### config.mk
export PLATFORM = sky130hd
export DESIGN_NAME = serv_decode_q_flat
export DESIGN_NICKNAME = d
export VERILOG_FILES = /design/src/rtl/serv_decode_q_if.sv /design/src/rtl/serv_decode_q.sv /design/src/flat_wrapper.sv
export SDC_FILE = /design/constraint.sdc
export NUM_CORES = 1
export LEC_CHECK = 0
export ABC_AREA = 1
export BUFFER_PORTS_ARGS = -buffer_cell sky130_fd_sc_hd__buf_2
export CORE_AREA = 3 3 114 116
export DETAILED_ROUTE_END_ITERATION = 12
export DIE_AREA = 0 0 117 119
export MAX_ROUTING_LAYER = met4
export PLACE_DENSITY_LB_ADDON = 0.05
export RECOVER_POWER = 50
export SETUP_SLACK_MARGIN = 0.15
export SYNTH_ARGS = -nofsm -noshare
export SYNTH_HDL_FRONTEND = slang
export SYNTH_SLANG_ARGS = --single-unit
export TNS_END_PERCENT = 20
### constraint.sdc
create_clock -name clk -period 5.61 [get_ports clk]
set_clock_uncertainty 0.15 [all_clocks]
set_input_delay 0.2805 -clock clk [delete_from_list [all_inputs] [get_ports clk]]
set_output_delay 0.2805 -clock clk [all_outputs]
set_load 0.03 [all_outputs]
### src/rtl/serv_decode_q_if.sv
`default_nettype none
// ============================================================================
// Module   : serv_decode_q_if
// Purpose  : Fetch-side and decode-side signals of the queued SERV decoder.
// Revision : 1.0
// ============================================================================
interface serv_decode_q_if #(
  parameter int DEPTH = 2
);
  localparam int CNT_W = $clog2(DEPTH + 1);

  logic [31:0]      i_wb_rdt;
  logic             i_wb_en;
  logic             o_ibuf_full;
  logic [CNT_W-1:0] o_ibuf_count;
  logic             i_flush;
  logic             i_dec_ready;
  logic             o_dec_valid;
  logic [4:0]       o_rd_addr;
  logic [4:0]       o_rs1_addr;
  logic [4:0]       o_rs2_addr;
  logic             o_mem_op;
  logic             o_branch_op;
  logic             o_shift_op;
  logic             o_slt_op;
  logic             o_rd_op;
  logic             o_alu_sub;
  logic             o_csr_op;
  logic             o_e_op;
  logic             o_ebreak;
  logic [2:0]       o_funct3;
  logic [3:0]       o_alu_rd_sel;
  logic [3:0]       o_immdec_ctrl;
  logic [24:0]      o_imm_raw;
  logic             o_illegal;

  modport master (
    output i_wb_rdt, i_wb_en, i_flush, i_dec_ready,
    input  o_ibuf_full, o_ibuf_count, o_dec_valid,
    input  o_rd_addr, o_rs1_addr, o_rs2_addr,
    input  o_mem_op, o_branch_op, o_shift_op, o_slt_op, o_rd_op,
    input  o_alu_sub, o_csr_op, o_e_op, o_ebreak,
    input  o_funct3, o_alu_rd_sel, o_immdec_ctrl, o_imm_raw, o_illegal
  );

  modport slave (
    input  i_wb_rdt, i_wb_en, i_flush, i_dec_ready,
    output o_ibuf_full, o_ibuf_count, o_dec_valid,
    output o_rd_addr, o_rs1_addr, o_rs2_addr,
    output o_mem_op, o_branch_op, o_shift_op, o_slt_op, o_rd_op,
    output o_alu_sub, o_csr_op, o_e_op, o_ebreak,
    output o_funct3, o_alu_rd_sel, o_immdec_ctrl, o_imm_raw, o_illegal
  );
endinterface
`default_nettype wire

### src/rtl/serv_decode_q.sv
`default_nettype none
// ============================================================================
// Module   : serv_decode_q
// Purpose  : DEPTH-entry instruction buffer feeding a registered SERV decoder.
//            Define SERV_DECODE_ILLEGAL_EN to build the illegal-insn checker.
// Revision : 1.0
// ============================================================================
module serv_decode_q #(
  parameter int DEPTH = 2
) (
  input  wire logic      clk,
  input  wire logic      i_rst_n,
  serv_decode_q_if.slave bus
);
  localparam int CNT_W = $clog2(DEPTH + 1);
  localparam int PTR_W = (DEPTH > 1) ? $clog2(DEPTH) : 1;
  localparam logic [CNT_W-1:0] CNT_FULL = CNT_W'(DEPTH);
  localparam logic [PTR_W-1:0] PTR_LAST = PTR_W'(DEPTH - 1);

  localparam logic [4:0] OPC_LOAD   = 5'b00000;
  localparam logic [4:0] OPC_FENCE  = 5'b00011;
  localparam logic [4:0] OPC_OPIMM  = 5'b00100;
  localparam logic [4:0] OPC_AUIPC  = 5'b00101;
  localparam logic [4:0] OPC_STORE  = 5'b01000;
  localparam logic [4:0] OPC_OP     = 5'b01100;
  localparam logic [4:0] OPC_LUI    = 5'b01101;
  localparam logic [4:0] OPC_BRANCH = 5'b11000;
  localparam logic [4:0] OPC_JALR   = 5'b11001;
  localparam logic [4:0] OPC_JAL    = 5'b11011;
  localparam logic [4:0] OPC_SYSTEM = 5'b11100;

  logic [31:0]      r_mem [DEPTH];
  logic [CNT_W-1:0] r_count;
  logic [PTR_W-1:0] r_wr_ptr;
  logic [PTR_W-1:0] r_rd_ptr;
  logic             r_dec_valid;
  logic [4:0]       r_rd_addr, r_rs1_addr, r_rs2_addr;
  logic             r_mem_op, r_branch_op, r_shift_op, r_slt_op, r_rd_op;
  logic             r_alu_sub, r_csr_op, r_e_op, r_ebreak;
  logic [2:0]       r_funct3;
  logic [3:0]       r_alu_rd_sel;
  logic [3:0]       r_immdec_ctrl;
  logic [24:0]      r_imm_raw;

  logic             w_has_data, w_load, w_bypass, w_pop, w_push;
  logic [PTR_W-1:0] w_wr_ptr_nxt, w_rd_ptr_nxt;
  logic [31:0]      w_insn;
  logic [4:0]       w_op;
  logic [2:0]       w_f3;
  logic             w_is_sys, w_is_alu;
  logic             w_mem_op, w_branch_op, w_shift_op, w_slt_op, w_rd_op;
  logic             w_alu_sub, w_csr_op, w_e_op;
  logic [3:0]       w_alu_rd_sel, w_immdec_ctrl;

  // An empty buffer lets a fetched word go straight into the decode stage.
  assign w_has_data = (r_count != '0);
  assign w_load     = (!r_dec_valid || bus.i_dec_ready) && (w_has_data || bus.i_wb_en);
  assign w_bypass   = !w_has_data && bus.i_wb_en && w_load;
  assign w_pop      = w_load && w_has_data;
  assign w_push     = bus.i_wb_en && !w_bypass && ((r_count != CNT_FULL) || w_pop);

  assign w_wr_ptr_nxt = (r_wr_ptr == PTR_LAST) ? '0 : r_wr_ptr + PTR_W'(1);
  assign w_rd_ptr_nxt = (r_rd_ptr == PTR_LAST) ? '0 : r_rd_ptr + PTR_W'(1);

  assign w_insn = w_bypass ? bus.i_wb_rdt : r_mem[r_rd_ptr];
  assign w_op   = w_insn[6:2];
  assign w_f3   = w_insn[14:12];

  assign w_is_sys    = (w_op == OPC_SYSTEM);
  assign w_is_alu    = (w_op == OPC_OP) || (w_op == OPC_OPIMM);
  assign w_mem_op    = !w_op[4] && !w_op[2] && !w_op[0];
  assign w_branch_op = w_op[4] && !w_op[2];
  assign w_rd_op     = (w_op == OPC_OPIMM) || (w_op == OPC_AUIPC) || (w_op == OPC_OP) ||
                       (w_op == OPC_LUI) || (w_op == OPC_SYSTEM) || (w_op == OPC_JAL) ||
                       (w_op == OPC_JALR) || (w_op == OPC_LOAD);
  assign w_shift_op  = w_is_alu && (w_f3[1:0] == 2'b01);
  assign w_slt_op    = w_is_alu && (w_f3[2:1] == 2'b01);
  assign w_alu_sub   = w_f3[1] || w_f3[0] || (w_op[3] && w_insn[30]) || w_op[4];
  assign w_csr_op    = w_is_sys && (w_f3 != 3'b000);
  assign w_e_op      = w_is_sys && (w_f3 == 3'b000) && (w_insn[31:21] == 11'd0) &&
                       (w_insn[19:7] == 13'd0) && !w_insn[21];

  assign w_alu_rd_sel = {w_f3[2] && (w_f3[1:0] != 2'b01),
                         w_f3[2:1] == 2'b01,
                         w_f3[1:0] == 2'b01,
                         w_f3 == 3'b000};
  assign w_immdec_ctrl = {w_op[4],
                          w_op[4] && !w_op[0],
                          (w_op[1:0] == 2'b00) || (w_op[2:1] == 2'b00),
                          w_op[3:0] == 4'b1000};

  always_ff @(posedge clk) begin
    if (w_push && !bus.i_flush) begin
      r_mem[r_wr_ptr] <= bus.i_wb_rdt;
    end
  end

  always_ff @(posedge clk or negedge i_rst_n) begin
    if (!i_rst_n) begin
      r_count       <= '0;
      r_wr_ptr      <= '0;
      r_rd_ptr      <= '0;
      r_dec_valid   <= 1'b0;
      r_rd_addr     <= '0;
      r_rs1_addr    <= '0;
      r_rs2_addr    <= '0;
      r_mem_op      <= 1'b0;
      r_branch_op   <= 1'b0;
      r_shift_op    <= 1'b0;
      r_slt_op      <= 1'b0;
      r_rd_op       <= 1'b0;
      r_alu_sub     <= 1'b0;
      r_csr_op      <= 1'b0;
      r_e_op        <= 1'b0;
      r_ebreak      <= 1'b0;
      r_funct3      <= '0;
      r_alu_rd_sel  <= '0;
      r_immdec_ctrl <= '0;
      r_imm_raw     <= '0;
    end else if (bus.i_flush) begin
      r_count     <= '0;
      r_wr_ptr    <= '0;
      r_rd_ptr    <= '0;
      r_dec_valid <= 1'b0;
    end else begin
      if (w_push) r_wr_ptr <= w_wr_ptr_nxt;
      if (w_pop)  r_rd_ptr <= w_rd_ptr_nxt;
      case ({w_push, w_pop})
        2'b10:   r_count <= r_count + CNT_W'(1);
        2'b01:   r_count <= r_count - CNT_W'(1);
        default: r_count <= r_count;
      endcase
      // Bundle holds while presented and not accepted.
      if (w_load) begin
        r_dec_valid   <= 1'b1;
        r_rd_addr     <= w_insn[11:7];
        r_rs1_addr    <= w_insn[19:15];
        r_rs2_addr    <= w_insn[24:20];
        r_mem_op      <= w_mem_op;
        r_branch_op   <= w_branch_op;
        r_shift_op    <= w_shift_op;
        r_slt_op      <= w_slt_op;
        r_rd_op       <= w_rd_op;
        r_alu_sub     <= w_alu_sub;
        r_csr_op      <= w_csr_op;
        r_e_op        <= w_e_op;
        r_ebreak      <= w_insn[20];
        r_funct3      <= w_f3;
        r_alu_rd_sel  <= w_alu_rd_sel;
        r_immdec_ctrl <= w_immdec_ctrl;
        r_imm_raw     <= w_insn[31:7];
      end else if (bus.i_dec_ready) begin
        r_dec_valid <= 1'b0;
      end
    end
  end

`ifdef SERV_DECODE_ILLEGAL_EN
  logic w_opc_known, w_f7_bad, w_illegal;
  logic r_illegal;

  assign w_opc_known = (w_op == OPC_LOAD) || (w_op == OPC_FENCE) || (w_op == OPC_OPIMM) ||
                       (w_op == OPC_AUIPC) || (w_op == OPC_STORE) || (w_op == OPC_OP) ||
                       (w_op == OPC_LUI) || (w_op == OPC_BRANCH) || (w_op == OPC_JALR) ||
                       (w_op == OPC_JAL) || (w_op == OPC_SYSTEM);
  // funct7 0x20 is only meaningful for SUB and SRA.
  assign w_f7_bad = (w_op == OPC_OP) &&
                    !((w_insn[31:25] == 7'h00) ||
                      ((w_insn[31:25] == 7'h20) && ((w_f3 == 3'b000) || (w_f3 == 3'b101))));
  assign w_illegal = (w_insn[1:0] != 2'b11) || !w_opc_known || w_f7_bad;

  always_ff @(posedge clk or negedge i_rst_n) begin
    if (!i_rst_n) begin
      r_illegal <= 1'b0;
    end else if (!bus.i_flush && w_load) begin
      r_illegal <= w_illegal;
    end
  end

  assign bus.o_illegal = r_illegal;
`else
  logic w_unused_low;
  assign w_unused_low  = &{1'b0, w_insn[1:0]};
  assign bus.o_illegal = 1'b0;
`endif

  assign bus.o_ibuf_full   = (r_count == CNT_FULL);
  assign bus.o_ibuf_count  = r_count;
  assign bus.o_dec_valid   = r_dec_valid;
  assign bus.o_rd_addr     = r_rd_addr;
  assign bus.o_rs1_addr    = r_rs1_addr;
  assign bus.o_rs2_addr    = r_rs2_addr;
  assign bus.o_mem_op      = r_mem_op;
  assign bus.o_branch_op   = r_branch_op;
  assign bus.o_shift_op    = r_shift_op;
  assign bus.o_slt_op      = r_slt_op;
  assign bus.o_rd_op       = r_rd_op;
  assign bus.o_alu_sub     = r_alu_sub;
  assign bus.o_csr_op      = r_csr_op;
  assign bus.o_e_op        = r_e_op;
  assign bus.o_ebreak      = r_ebreak;
  assign bus.o_funct3      = r_funct3;
  assign bus.o_alu_rd_sel  = r_alu_rd_sel;
  assign bus.o_immdec_ctrl = r_immdec_ctrl;
  assign bus.o_imm_raw     = r_imm_raw;
endmodule
`default_nettype wire

### src/flat_wrapper.sv
// flat-port wrapper written by rule: the top's interface ports become plain ports
module serv_decode_q_flat 
#(
  parameter int DEPTH = 2
)
  (clk, i_rst_n, bus_i_wb_rdt, bus_i_wb_en, bus_i_flush, bus_i_dec_ready, bus_o_ibuf_full, bus_o_ibuf_count, bus_o_dec_valid, bus_o_rd_addr, bus_o_rs1_addr, bus_o_rs2_addr, bus_o_mem_op, bus_o_branch_op, bus_o_shift_op, bus_o_slt_op, bus_o_rd_op, bus_o_alu_sub, bus_o_csr_op, bus_o_e_op, bus_o_ebreak, bus_o_funct3, bus_o_alu_rd_sel, bus_o_immdec_ctrl, bus_o_imm_raw, bus_o_illegal);
  serv_decode_q_if #(.DEPTH(DEPTH)) bus_i ();
  input  wire logic clk;
  input  wire logic i_rst_n;
  input wire logic [$bits(bus_i.i_wb_rdt)-1:0] bus_i_wb_rdt;
  input wire logic [$bits(bus_i.i_wb_en)-1:0] bus_i_wb_en;
  input wire logic [$bits(bus_i.i_flush)-1:0] bus_i_flush;
  input wire logic [$bits(bus_i.i_dec_ready)-1:0] bus_i_dec_ready;
  output wire logic [$bits(bus_i.o_ibuf_full)-1:0] bus_o_ibuf_full;
  output wire logic [$bits(bus_i.o_ibuf_count)-1:0] bus_o_ibuf_count;
  output wire logic [$bits(bus_i.o_dec_valid)-1:0] bus_o_dec_valid;
  output wire logic [$bits(bus_i.o_rd_addr)-1:0] bus_o_rd_addr;
  output wire logic [$bits(bus_i.o_rs1_addr)-1:0] bus_o_rs1_addr;
  output wire logic [$bits(bus_i.o_rs2_addr)-1:0] bus_o_rs2_addr;
  output wire logic [$bits(bus_i.o_mem_op)-1:0] bus_o_mem_op;
  output wire logic [$bits(bus_i.o_branch_op)-1:0] bus_o_branch_op;
  output wire logic [$bits(bus_i.o_shift_op)-1:0] bus_o_shift_op;
  output wire logic [$bits(bus_i.o_slt_op)-1:0] bus_o_slt_op;
  output wire logic [$bits(bus_i.o_rd_op)-1:0] bus_o_rd_op;
  output wire logic [$bits(bus_i.o_alu_sub)-1:0] bus_o_alu_sub;
  output wire logic [$bits(bus_i.o_csr_op)-1:0] bus_o_csr_op;
  output wire logic [$bits(bus_i.o_e_op)-1:0] bus_o_e_op;
  output wire logic [$bits(bus_i.o_ebreak)-1:0] bus_o_ebreak;
  output wire logic [$bits(bus_i.o_funct3)-1:0] bus_o_funct3;
  output wire logic [$bits(bus_i.o_alu_rd_sel)-1:0] bus_o_alu_rd_sel;
  output wire logic [$bits(bus_i.o_immdec_ctrl)-1:0] bus_o_immdec_ctrl;
  output wire logic [$bits(bus_i.o_imm_raw)-1:0] bus_o_imm_raw;
  output wire logic [$bits(bus_i.o_illegal)-1:0] bus_o_illegal;
  assign bus_i.i_wb_rdt = bus_i_wb_rdt;
  assign bus_i.i_wb_en = bus_i_wb_en;
  assign bus_i.i_flush = bus_i_flush;
  assign bus_i.i_dec_ready = bus_i_dec_ready;
  assign bus_o_ibuf_full = bus_i.o_ibuf_full;
  assign bus_o_ibuf_count = bus_i.o_ibuf_count;
  assign bus_o_dec_valid = bus_i.o_dec_valid;
  assign bus_o_rd_addr = bus_i.o_rd_addr;
  assign bus_o_rs1_addr = bus_i.o_rs1_addr;
  assign bus_o_rs2_addr = bus_i.o_rs2_addr;
  assign bus_o_mem_op = bus_i.o_mem_op;
  assign bus_o_branch_op = bus_i.o_branch_op;
  assign bus_o_shift_op = bus_i.o_shift_op;
  assign bus_o_slt_op = bus_i.o_slt_op;
  assign bus_o_rd_op = bus_i.o_rd_op;
  assign bus_o_alu_sub = bus_i.o_alu_sub;
  assign bus_o_csr_op = bus_i.o_csr_op;
  assign bus_o_e_op = bus_i.o_e_op;
  assign bus_o_ebreak = bus_i.o_ebreak;
  assign bus_o_funct3 = bus_i.o_funct3;
  assign bus_o_alu_rd_sel = bus_i.o_alu_rd_sel;
  assign bus_o_immdec_ctrl = bus_i.o_immdec_ctrl;
  assign bus_o_imm_raw = bus_i.o_imm_raw;
  assign bus_o_illegal = bus_i.o_illegal;
  serv_decode_q #(.DEPTH(DEPTH)) u_core (.clk(clk), .i_rst_n(i_rst_n), .bus(bus_i));
endmodule
Word level (Yosys, flattened, before mapping)
Memories as Yosys holds them, arrays and structs flattened.
Index checks and enable logic that the tools add are counted.
- $add $sub $neg: 4
- eq/ne operators: 15
- muxes and demuxes: 14
- bitwise gates (word level): 1
- reductions and logical operators: 56
- operator list (operator ; count):
    32-bit two-way mux ; 1
    1-bit logical AND ; 20
    5-bit == test, second input constant ; 3
    1-bit logical OR ; 15
    13-bit zero test ; 1
    11-bit zero test ; 1
    1-bit two-way mux ; 11
    5-bit by 3-bit == test with 1-bit output, second input constant ; 2
    5-bit by 4-bit == test with 1-bit output, second input constant ; 2
    3-bit nonzero test ; 3
    1-bit zero test ; 8
    2-bit by 1-bit == test with 1-bit output, second input constant ; 3
    2-bit nonzero test ; 3
    5-bit zero test ; 1
    2-bit == test, second input constant ; 2
    4-bit == test, second input constant ; 1
    2-bit zero test ; 2
    2-bit one-hot mux with 2 select lines ; 1
    3-bit zero test ; 1
    1-bit adder, second input constant ; 2
    2-bit by 1-bit adder with 2-bit output, second input constant ; 1
    2-bit two-way mux ; 1
    2-bit by 1-bit != test with 1-bit output, second input constant ; 1
    2-bit != test, second input constant ; 1
    3 further kinds ; 3
- flip-flop bits (word level): 65
- memory bits (writable): 64
- bits of input ports: 37
- memories: 1
- memory list (memory ; words ; bits a word ; rd ports ; clocked after memory_dff ; write ports ; line ; RTL):
    u_core.r_mem ; 2 ; 32 ; 1 ; 0 ; 1 ; serv_decode_q.sv:32 ; logic [31:0] r_mem [DEPTH];

Longest topological paths before layout
Gate-level depths: netlist of run 1.
- depth in word-level cells: 13
- depth in mapped cells: 13
- gate-level depth less buffers: 12

Least setup slack after synthesis of run 1
Ideal clock, no wire load.
- path kind: register to register
- start: register u_core.r_dec_valid (netlist: u_core.bus.o_dec_valid)
- end: memory u_core.r_mem[0][10], enable pin
- library setup time: 0.417 ns
- arrival time: 2.548 ns
- path slack: 2.495 ns
- stages on the path, launching flop included: 8
- buffers on the path: 2
- clock period less this slack: 3.115 ns
- cells stage by stage: dfrtp_1 -> nand2_1 -> buf_4 -> buf_2 -> o21ai_0 -> inv_1 -> nand2_1 -> nor2_1
- word-level cells in the longest chain between the ends: 10
- elaborated cells between the ends (all ways): 12
- RTL lines (element ; line ; RTL):
    start: declaration ; serv_decode_q.sv:36 ; logic r_dec_valid;
    start signal: assignment ; serv_decode_q.sv:103 ; r_dec_valid <= 1'b0;
    start signal: assignment ; serv_decode_q.sv:124 ; r_dec_valid <= 1'b0;
    start signal: assignment ; serv_decode_q.sv:135 ; r_dec_valid <= 1'b1;
    1-bit zero test * ; serv_decode_q.sv:57 ; assign w_load = (!r_dec_valid || bus.i_dec_ready) && (w_has_data || bus.i_wb_en);
    1-bit logical OR * ; serv_decode_q.sv:57 ;
    1-bit logical AND * ; serv_decode_q.sv:57 ;
    1-bit logical AND ; serv_decode_q.sv:58 ; assign w_bypass = !w_has_data && bus.i_wb_en && w_load;
    1-bit zero test ; serv_decode_q.sv:60 ; assign w_push = bus.i_wb_en && !w_bypass && ((r_count != CNT_FULL) || w_pop);
    1-bit logical AND ; serv_decode_q.sv:60 ;
    1-bit logical AND * ; serv_decode_q.sv:60 ;
    1-bit logical AND * ; serv_decode_q.sv:93 ; if (w_push && !bus.i_flush) begin
    1-bit two-way mux * ; serv_decode_q.sv:93 ;
    1-bit two-way mux (not written as such) * ; serv_decode_q.sv:94 ; r_mem[r_wr_ptr] <= bus.i_wb_rdt;
    end: declaration ; serv_decode_q.sv:32 ;
Mark *: on every way between the ends. The rest lies on a longest branch, timed or not.

Worst setup path in the final report of run 1
- start: register u_core.r_dec_valid (netlist: u_core.bus.o_dec_valid)
- end: memory u_core.r_mem[1][31], enable pin
The elaborated chain is that of the path after synthesis.

==> results of run 1 <==
[power by group through the flow]
stage	Combinational, uW	Clock, uW	Sequential (uW)
6_report	613	576	975
5_1_grt	676	633	988
4_1_cts	638	596	974
3_5_place_dp	625	0	990
3_3_place_gp	622	0	986
2_1_floorplan	341	0	1130
[kinds of logic (layout without fill, tap and decap cells)]
| group | after synthesis | after routing | share of synthesized area [%] |
|---|---|---|---|
| AND/OR/NAND/NOR | 235 | 235 | 20.26 |
| AO/OA/AOI/OAI | 72 | 72 | 8.444 |
| other | 1 | 1 | 0.07836 |
| flip-flops | 106 | 106 | 61.70 |
| buffers and inverters | 90 | 188 | 9.516 |
[state kept, by name, summed over array words and instances (netlist names), 2 cells and up]
| signal | flops |
|---|---|
| u_core.bus.o_ibuf_count | 2 |
| u_core.bus.o_imm_raw | 25 |
| u_core.r_mem | 60 |
| u_core.bus.o_alu_rd_sel | 4 |
| u_core.bus.o_immdec_ctrl | 4 |
[worst max path at each step]
stage	cells past startpoint	end	slack (ns)
floorplan	7	u_core.r_mem[0][10]$_DFFE_PP_	2.50
global placement	9	u_core.r_mem[1][11]$_DFFE_PP_	2.42
detailed placement	9	u_core.r_mem[1][20]$_DFFE_PP_	2.45
CTS	7	u_core.r_mem[1][11]$_DFFE_PP_	2.53
global route	8	u_core.bus.o_csr_op$_DFFE_PN0P_	2.28
finish	7	u_core.r_mem[1][31]$_DFFE_PP_	2.56
[through the flow]
step | std cells | cell area, um2 | util (%)
finish | 749 | 5628 | 46.85
CTS | 749 | 5707 | 47.51
detailed placement | 711 | 5220 | 43.46
floorplan | 504 | 4786 | -
global placement | 711 | 5220 | 43.46
global route | 749 | 5628 | 46.85
[metal layers]
metal,vias up,GRT usage (%),wire [um]
met4,0,6.308,180
met3,14,2.795,434
met2,90,26.39,5288
li1,1822,-,-
met5,-,-,0
met1,1665,24.55,5565
[cell usage after synthesis, types with 5 or more instances]
cell      count
clkbuf_1      5
nand4_1      16
nor2_1       39
nand2_1     161
buf_4        21
edfxtp_1     60
o21ai_0      48
buf_2        13
inv_1        47
o21ai_2       7
dfrtp_1      46
nand3_1      12
[area by class of cell]
cell class	instances	area [um2]	share of cell area [%]
multi-input combinational	308	1383	24.57
timing repair buffer	124	661.9	11.76
sequential	106	2953	52.47
clock buffer	13	250.2	4.446
inverter	48	180.2	3.201
clock inverter	3	16.27	0.2890
tap	147	183.9	3.268
[placed cells by master (no fill, tap or decap), types with 2 or more instances in the layout]
cell type,netlist,routed
inv_1,47,47
nand2_1,161,161
clkbuf_16,0,9
nor2_2,2,4
a31oi_1,4,4
buf_2,13,35
o22ai_1,2,2
o21ai_0,48,48
a21oi_1,3,3
o21ai_1,4,4
nand4_1,16,16
edfxtp_1,60,60
dlygate4sd3_1,0,22
clkbuf_1,5,66
o211ai_1,2,2
nand3_1,12,12
nor2_1,39,37
dfrtp_1,46,46
buf_4,21,4
o21ai_2,7,7
==> run metrics, run 1 <==
violated checks capacitance limit, slew limit; fin crit share between 50 and 60%; Top FF cell, synth edfxtp_1; largest net degree at the start of global routing 56; FF+latch count, synth between 100 and 150; share of the yosys chip area belonging to registers 61.70%; worst-path fanout max 22; Comb power frac between 20 and 30%; floorplan core area 12010 um2; Initial Util between 30 and 40%; Worst Path Required 5.48 ns; antenna violations before repair 0; area fraction of the dominant cell type after synthesis 37.65%; Initial DRC Count 220; via density per instance 4.794; Crit Path Class reg -> reg; Post-Syn Area per Cell between 9 and 10 um2; Post-synth EDFFs 60; gp weighted congestion 0.7715; Tot Pwr 2164 uW; io pins slightly above 100; Worst-Margin Slew roughly 2.6 ns; DRT Wirelength roughly 11000 um; CTS tree done; RR Endpoint u_core.r_mem[1][31]$_DFFE_PP_; Mapped Cells 504; Hold Path Sink u_core.r_mem[0][3]$_DFFE_PP_; die height between 100 and 150 um; Leakage ~0.0025 uW; R2R Path Start u_core.bus.o_dec_valid$_DFFE_PN0P_; VDD IR max 0.1518 mV; area delta synth->final 17.59%; Clock Tree Buf Depth 2; Worst setup EP type flop; RSZ-0062 raised after global routing false; DRC Markers 0; H-Tree Depth 3; hold-fix buffers at CTS 22; Max Slew Vio Count 47; R2R Setup Slk ~2.6 ns; total grt overflow 0; Yosys top cell by area edfxtp_1; # Post-CTS Setup Buffers 0; Rel. slew slack -72.87%; Critical path origin u_core.bus.o_dec_valid$_DFFE_PN0P_; synth unique cells 28; Clock transition at path regs about 0.060 ns; CP cell instances nand2_1 -> nand2_1 -> nor2_2 -> nor2_1 -> o21ai_0 -> nor2_2 -> buf_4; crit start category flop; Flop pwr share 45.1%; CP max stage cell nor2_2; Final setup viols 0; Root Driver clkbuf_16; CP delay by family, top simple AND/OR/NAND/NOR gates; proportion of layout cells with a drive suffix above 1 between 10% and 20%; All-Layer GR Usage roughly 18%; hold_ws slightly above 0.06 ns; CTS buffer count 9; hold_sp bus_i_wb_rdt[3]; status finished, violations left; total die area 13920 um2; Hold Path Class in -> reg; vias in the first global route 3525; Hold Vio Cnt, Final 0; Setup Slack @ Placement about 2.5 ns; setup TNS 0 ns; Hold Crit Depth 1; Synth area leaders edfxtp_1 38%, dfrtp_1 24%, nand2_1 13%; antenna cell count 0; max incr delay on CP between 0.5 and 0.6 ns; Reg2Reg Depth 7; WP buf/inv 1; min Tclk post-route approximately 3.0 ns; fill cell count 1228; Int Pwr approximately 1400 uW; Yosys warning total 0; Net Sw Power roughly 800 uW; Mapped Area between 4000 and 5000 um2; P per Cell Area between 300 and 400 nW/um2; Clock Sinks ~110; sw frac between 30% and 40%; Core Rows 40; CTS resizes 0; asr flop ratio synth a little over two fifths; die width ~120 um; Arrival @ worst endpoint roughly 3 ns; Initial DRT Pass Iterations 4; layout net count approximately 630; Post-Syn Nets approximately 540; Final ANT Viol Nets 0; vias roughly 3.6k; Port Buffers around 100; wire per inst 15.31 um; clock latency on the worst-skew pair about 0.34 ns; first-pass GRT wire length ~18000 um; dpl hpwl around 7500 um; clock power share between 20% and 30%; Worst Slack Setup Final between 2 and 3 ns; fmax about 0.33 GHz; max-cap violations 1
(Power assumes the default switching activity.)
==> run 2, diff against run 1 <==
- clock period: 5.61 -> 2.65 ns (I/O delays scaled with it)
==> run metrics, run 2 (synthesis gave the netlist of run 1 again) <==
io pins 102; largest net degree at the start of global routing 48; floorplan core area 12010 um2; total die area roughly 14000 um2; vias in the first global route 3639; area of the multi-input gates 1388 um2; gp weighted congestion between 0.8 and 0.9; total placed instance area 5333 um2; crit start category flop; die height ~120 um; Port Buffers just under 100; sw frac 35.59%; antenna cell count 0; vias approximately 3.7k; WP buf/inv 2; min Tclk post-route around 2.2 ns; Hold Vio Cnt, Final 0; Worst Path Required about 2.6 ns; grt met3 use under 10%; Leakage ~0.0025 uW; Initial Util between 30 and 40%; CP delay by family, top simple AND/OR/NAND/NOR gates; VDD IR max around 0.29 mV; Comb power frac between 20% and 30%; antenna violations before repair 0; fin crit share roughly four fifths; setup TNS 0 ns; Max Slew Vio Count 0; CTS buffer count 9; DRT Wirelength ~12000 um; # Post-CTS Setup Buffers 0; commonest non-fill, non-tap cell in the layout nand2_1; DRC Markers 0; Initial DRT Pass Iterations 4; max incr delay on CP roughly 0.39 ns; Rel. slew slack between 10% and 20%; RSZ-0062 raised after global routing false; Int Pwr approximately 3000 uW; CTS resizes 0; dpl hpwl 7778 um; max FFs per register 60; most frequent cells in the layout 161 x nand2_1, 82 x clkbuf_1, 60 x edfxtp_1; Post-Layout Inst Area ~5800 um2; Worst-Margin Slew between 1 and 1.5 ns; Setup Slack @ Placement about 0.52 ns; clock power share 27.4%; P per Cell Area around 800 nW/um2; Final ANT Viol Nets 0; CP cell instances nand2_1 -> nand2_1 -> nor2_2 -> nor2_1 -> o21ai_0 -> inv_1 -> nand2_1 -> nor2_4 -> buf_12; GR Util met1 approximately a quarter; H-Tree Depth 3; max-cap violations 0; proportion of layout cells with a drive suffix above 1 approximately a tenth; Final setup viols 0; Hold Path Class in -> reg; Core Rows 40; Root Driver clkbuf_16; Biggest register u_core.r_mem; die width 117 um; Crit Path Class reg -> reg; layout net count 655; Clock Sinks around 110; Clock Tree Buf Depth 2; CTS tree done; fill cell count approximately 1.2k; clock latency on the worst-skew pair between 0.3 and 0.4 ns; register area between 2000 and 3000 um2; Worst setup EP type flop; Worst Slack Setup Final slightly below 0.5 ns; fin util between 40% and 50%; GR Layer Usage met2 between 20% and 30%; first-pass GRT wire length around 19000 um; Flop pwr share between 40 and 50%; status finished clean; wire per inst approximately 15 um; total grt overflow 0; GR peak layer met2; Arrival @ worst endpoint around 2.1 ns; CP max stage cell dfrtp_1; via density per instance 4.813; Initial DRC Count around 230; All-Layer GR Usage between 10% and 20%; Clock transition at path regs roughly 0.06 ns; area delta synth->final 21.75%; fmax roughly 0.46 GHz; Net Sw Power ~1700 uW; worst-path fanout max 25; Critical Path Most Common Cell nand2_1
## run 2: changes by cell type in the layout (fill, tap and decap cells not counted), moves of 2 or more
cell           previous run  this run
buf_4                     4        12
buf_12                    0         2
buf_2                    35        19
clkbuf_1                 66        82
dlygate4sd3_1            22        32
## run 2: final cells by class
class | instances | share of cell area [%]
clock inverter | 4 | 0.7516
clock buffer | 11 | 3.994
inverter | 48 | 3.092
sequential | 106 | 50.68
timing repair buffer | 145 | 14.52
multi-input combinational | 308 | 23.81
tap | 147 | 3.157
## run 2: repair_timing
item | CTS | global route
endpoints found under the hold margin | 91 | 0
hold buffers | 32 | 0
endpoints found under the setup margin | 0 | 0
## run 2: worst min-delay path, cell delays in order
cell and delay, ns:
buf_2 0.09, inv_1 0.06, a21oi_1 0.09, a21oi_1 0.15
## run 2: path summary, 6_finish.rpt
kind / slack (ns) / startpoint / cells past startpoint / end
setup / recovery: 0.49 / u_core.bus.o_dec_valid$_DFFE_PN0P_ / 9 / u_core.r_mem[0][18]$_DFFE_PP_
hold / removal: 0.08 / bus_i_dec_ready / 4 / u_core.r_rd_ptr$_DFFE_PN0P_
setup reg to reg: 0.49 / u_core.bus.o_dec_valid$_DFFE_PN0P_ / 9 / u_core.r_mem[0][18]$_DFFE_PP_
hold reg to reg: 0.34 / u_core.bus.o_e_op$_DFFE_PN0P_ / 2 / u_core.bus.o_e_op$_DFFE_PN0P_
max in group asynchronous: 0.74 / i_rst_n / 3 / u_core.bus.o_ibuf_count[1]$_DFFE_PN0P_
min in group asynchronous: 0.46 / i_rst_n / 2 / u_core.bus.o_imm_raw[11]$_DFFE_PN0P_
## run 2: stage by stage
step                      hold slack [ns]  instances  total power [uW]
final                             0.08248        769              4660
after global placement          -0.006669        722              3428
after floorplan                   -0.3131        504              3104
after global routing              0.08521        769              4926
after detailed placement        -0.001124        722              3446
after CTS                         0.06768        769              4768
## run 2: layer usage
layer	share of wire, %	routed length [um]
met3	5.4	625
met2	46	5300
met4	1.3	147
met1	47	5438
met5	0	0
## run 2: power groups by stage
| stage | sequential (uW) | combinational, uW | clock [uW] |
|---|---|---|---|
| 2_1_floorplan | 2380 | 723 | 0 |
| 5_1_grt | 2080 | 1470 | 1380 |
| 3_3_place_gp | 2080 | 1350 | 0 |
| 6_report | 2050 | 1330 | 1270 |
| 3_5_place_dp | 2080 | 1360 | 0 |
| 4_1_cts | 2050 | 1400 | 1320 |
==> run 3, diff against run 2 <==
- ABC_AREA: 1 -> 0
- CORE_AREA: 3 3 114 116 -> 3 3 115 117
- DIE_AREA: 0 0 117 119 -> 0 0 118 120
- clock period: 2.65 -> 1.81 ns (I/O delays scaled with it)
==> run metrics, run 3 <==
Port Buffers between 90 and 100; first-pass GRT wire length between 20000 and 25000 um; Worst-Margin Slew approximately 0.70 ns; share of the yosys chip area belonging to registers between 60% and 70%; Worst Path Required 1.91 ns; CTS buffer count 9; P per Cell Area between 900 and 1000 nW/um2; Core Rows between 40 and 50; max incr delay on CP between 0.4 and 0.5 ns; clock latency on the worst-skew pair 0.35 ns; CP max stage cell or3b_4; Worst setup EP type flop; H-Tree Depth 3; area fraction of the dominant cell type after synthesis between 30% and 40%; area of the multi-input gates between 1500 and 2000 um2; WP buf/inv 3; Clock Sinks between 100 and 150; Initial DRC Count 210; proportion of layout cells with a drive suffix above 1 40.69%; Max Slew Vio Count 0; asr flop ratio synth 43.40%; Top FF cell, synth edfxtp_1; antenna violations before repair 0; Leakage 0.002933 uW; CP delay by family, top simple AND/OR/NAND/NOR gates; area delta synth->final 45.09%; FF+latch count, synth approximately 110; Post-Syn Area per Cell 11.46 um2; Post-Syn Nets ~460; Yosys top cell by area edfxtp_1; Clock transition at path regs approximately 0.070 ns; Root Driver clkbuf_16; dpl hpwl slightly below 9000 um; All-Layer GR Usage approximately a fifth; Rel. slew slack 53.14%; layout net count about 640; fill cell count between 1k and 1.5k; DRT Wirelength 12790 um; DRC Markers 0; Hold Vio Cnt, Final 0; commonest non-fill, non-tap cell in the layout buf_2; Crit Path Class reg -> reg; Biggest register u_core.r_mem; Initial DRT Pass Iterations 6; Arrival @ worst endpoint between 2 and 2.5 ns; setup TNS -5.026 ns; CP cell instances or3b_4 -> nor2_4 -> buf_6 -> buf_8 -> a21oi_2 -> buf_4 -> o41ai_4; RSZ-0062 raised after global routing true; fmax 0.4877 GHz; min Tclk post-route just over 2 ns; Commonest cells post-synth 60 x edfxtp_1, 51 x nand2_1, 46 x dfrtp_1; Post-synth EDFFs 60; Clock Tree Buf Depth 2; Mapped Area just under 5000 um2; gp weighted congestion approximately 0.9; max-cap violations 0; wire per inst 16.31 um; Synth area leaders edfxtp_1 37%, dfrtp_1 24%, mux2i_1 6.1%; synth unique cells between 40 and 50; Setup Slack @ Placement -0.4051 ns; Yosys warning total 0; Final setup viols 66; Final ANT Viol Nets 0; most frequent cells in the layout 75 x buf_2, 60 x edfxtp_1, 59 x buf_4; CTS tree done; Initial Util 39.27%; Mapped Cells about 430; VDD IR max between 0.4 and 0.5 mV; Worst Slack Setup Final -0.2404 ns; worst-path fanout max 7; die width roughly 120 um; crit start category flop; violated checks setup timing; cell with the most instances after synthesis edfxtp_1; io pins around 100; status finished, violations left; vias in the first global route between 3k and 4k; max FFs per register 60; fin crit share 113.3%; floorplan core area ~12000 um2; via density per instance between 4 and 5; vias slightly below 4k; antenna cell count 0; Hold Path Class in -> reg; total grt overflow 0; die height approximately 120 um; total die area ~14000 um2; largest net degree at the start of global routing 27; register area about 3000 um2
## run 3: report_power, final
group	leakage, uW	internal (uW)	switching [uW]
clock network	0.000154	1210	869
logic	0.00165	649	1060
registers	0.00113	2730	115
total	0.00293	4600	2040
## run 3: worst paths after layout
kind / from / endpoint / slack [ns] / depth (start not counted)
min: bus_i_dec_ready / u_core.bus.o_dec_valid$_DFFE_PN0P_ / 0.05 / 3
max reg2reg: u_core.bus.o_ibuf_count[0]$_DFFE_PN0P_ / u_core.bus.o_e_op$_DFFE_PN0P_ / -0.24 / 7
min in group asynchronous: i_rst_n / u_core.bus.o_imm_raw[14]$_DFFE_PN0P_ / 0.26 / 3
max in group asynchronous: i_rst_n / u_core.bus.o_imm_raw[5]$_DFFE_PN0P_ / 0.76 / 3
min reg2reg: u_core.bus.o_immdec_ctrl[0]$_DFFE_PN0P_ / u_core.bus.o_immdec_ctrl[0]$_DFFE_PN0P_ / 0.33 / 2
max: u_core.bus.o_ibuf_count[0]$_DFFE_PN0P_ / u_core.bus.o_e_op$_DFFE_PN0P_ / -0.24 / 7
## run 3: cell type report
type                            instances  area share (%)
Clock buffer                           11           3.277
Clock inverter                          5           1.110
Inverter                                2          0.1057
Multi-Input combinational cell        272           28.15
Sequential cell                       106           41.63
Timing Repair Buffer                  216           22.69
Tap cell                              172           3.030
## run 3: per-layer routing
layer	vias to the layer above	GRT usage (%)	wire length (um)
li1	1890	-	-
met1	1904	24.79	5983
met2	89	29.03	6107
met3	16	4.194	477
met4	0	5.348	220
met5	-	-	0
## run 3: repair_timing
item	in CTS	in global routing
pin swaps	7	23
gates cloned	0	1
resized for setup	37	70
buffers inserted	9	9
setup endpoints to repair	101	102
hold buffers	32	0
hold endpoints to repair	135	0
## run 3: worst reg2reg max path, cell delays in order, from the launching register on
cell     delay [ns]
dfrtp_1        0.40
or3b_4         0.44
nor2_4         0.19
buf_6          0.14
buf_8          0.12
a21oi_2        0.05
buf_4          0.16
o41ai_4        0.30
## run 3: logic make-up (layout without fill, tap and decap cells)
logic type,Yosys count,count (layout),synth area share (%)
XOR/XNOR,3,3,0.5369
buffers and inverters,49,234,6.288
AO/OA/AOI/OAI,98,98,12.04
flip-flops,106,106,60.33
multiplexers,34,34,7.055
other,1,1,0.07661
AND/OR/NAND/NOR,136,136,13.68
## run 3: through the flow
| step | hold WS, ns | std cells | area, um2 | total power [uW] | utilization [%] |
|---|---|---|---|---|---|
| 3_5_place_dp | -0.03270 | 717 | 5924 | 4362 | 47.53 |
| 5_1_grt | 0.08175 | 784 | 7102 | 6935 | 56.97 |
| 4_1_cts | 0.04874 | 774 | 6783 | 6598 | 54.41 |
| 6_report | 0.05445 | 784 | 7102 | 6641 | 56.97 |
| 2_1_floorplan | -0.3551 | 427 | 4945 | 3896 | - |
| 3_3_place_gp | -0.03820 | 717 | 5924 | 4354 | 47.53 |
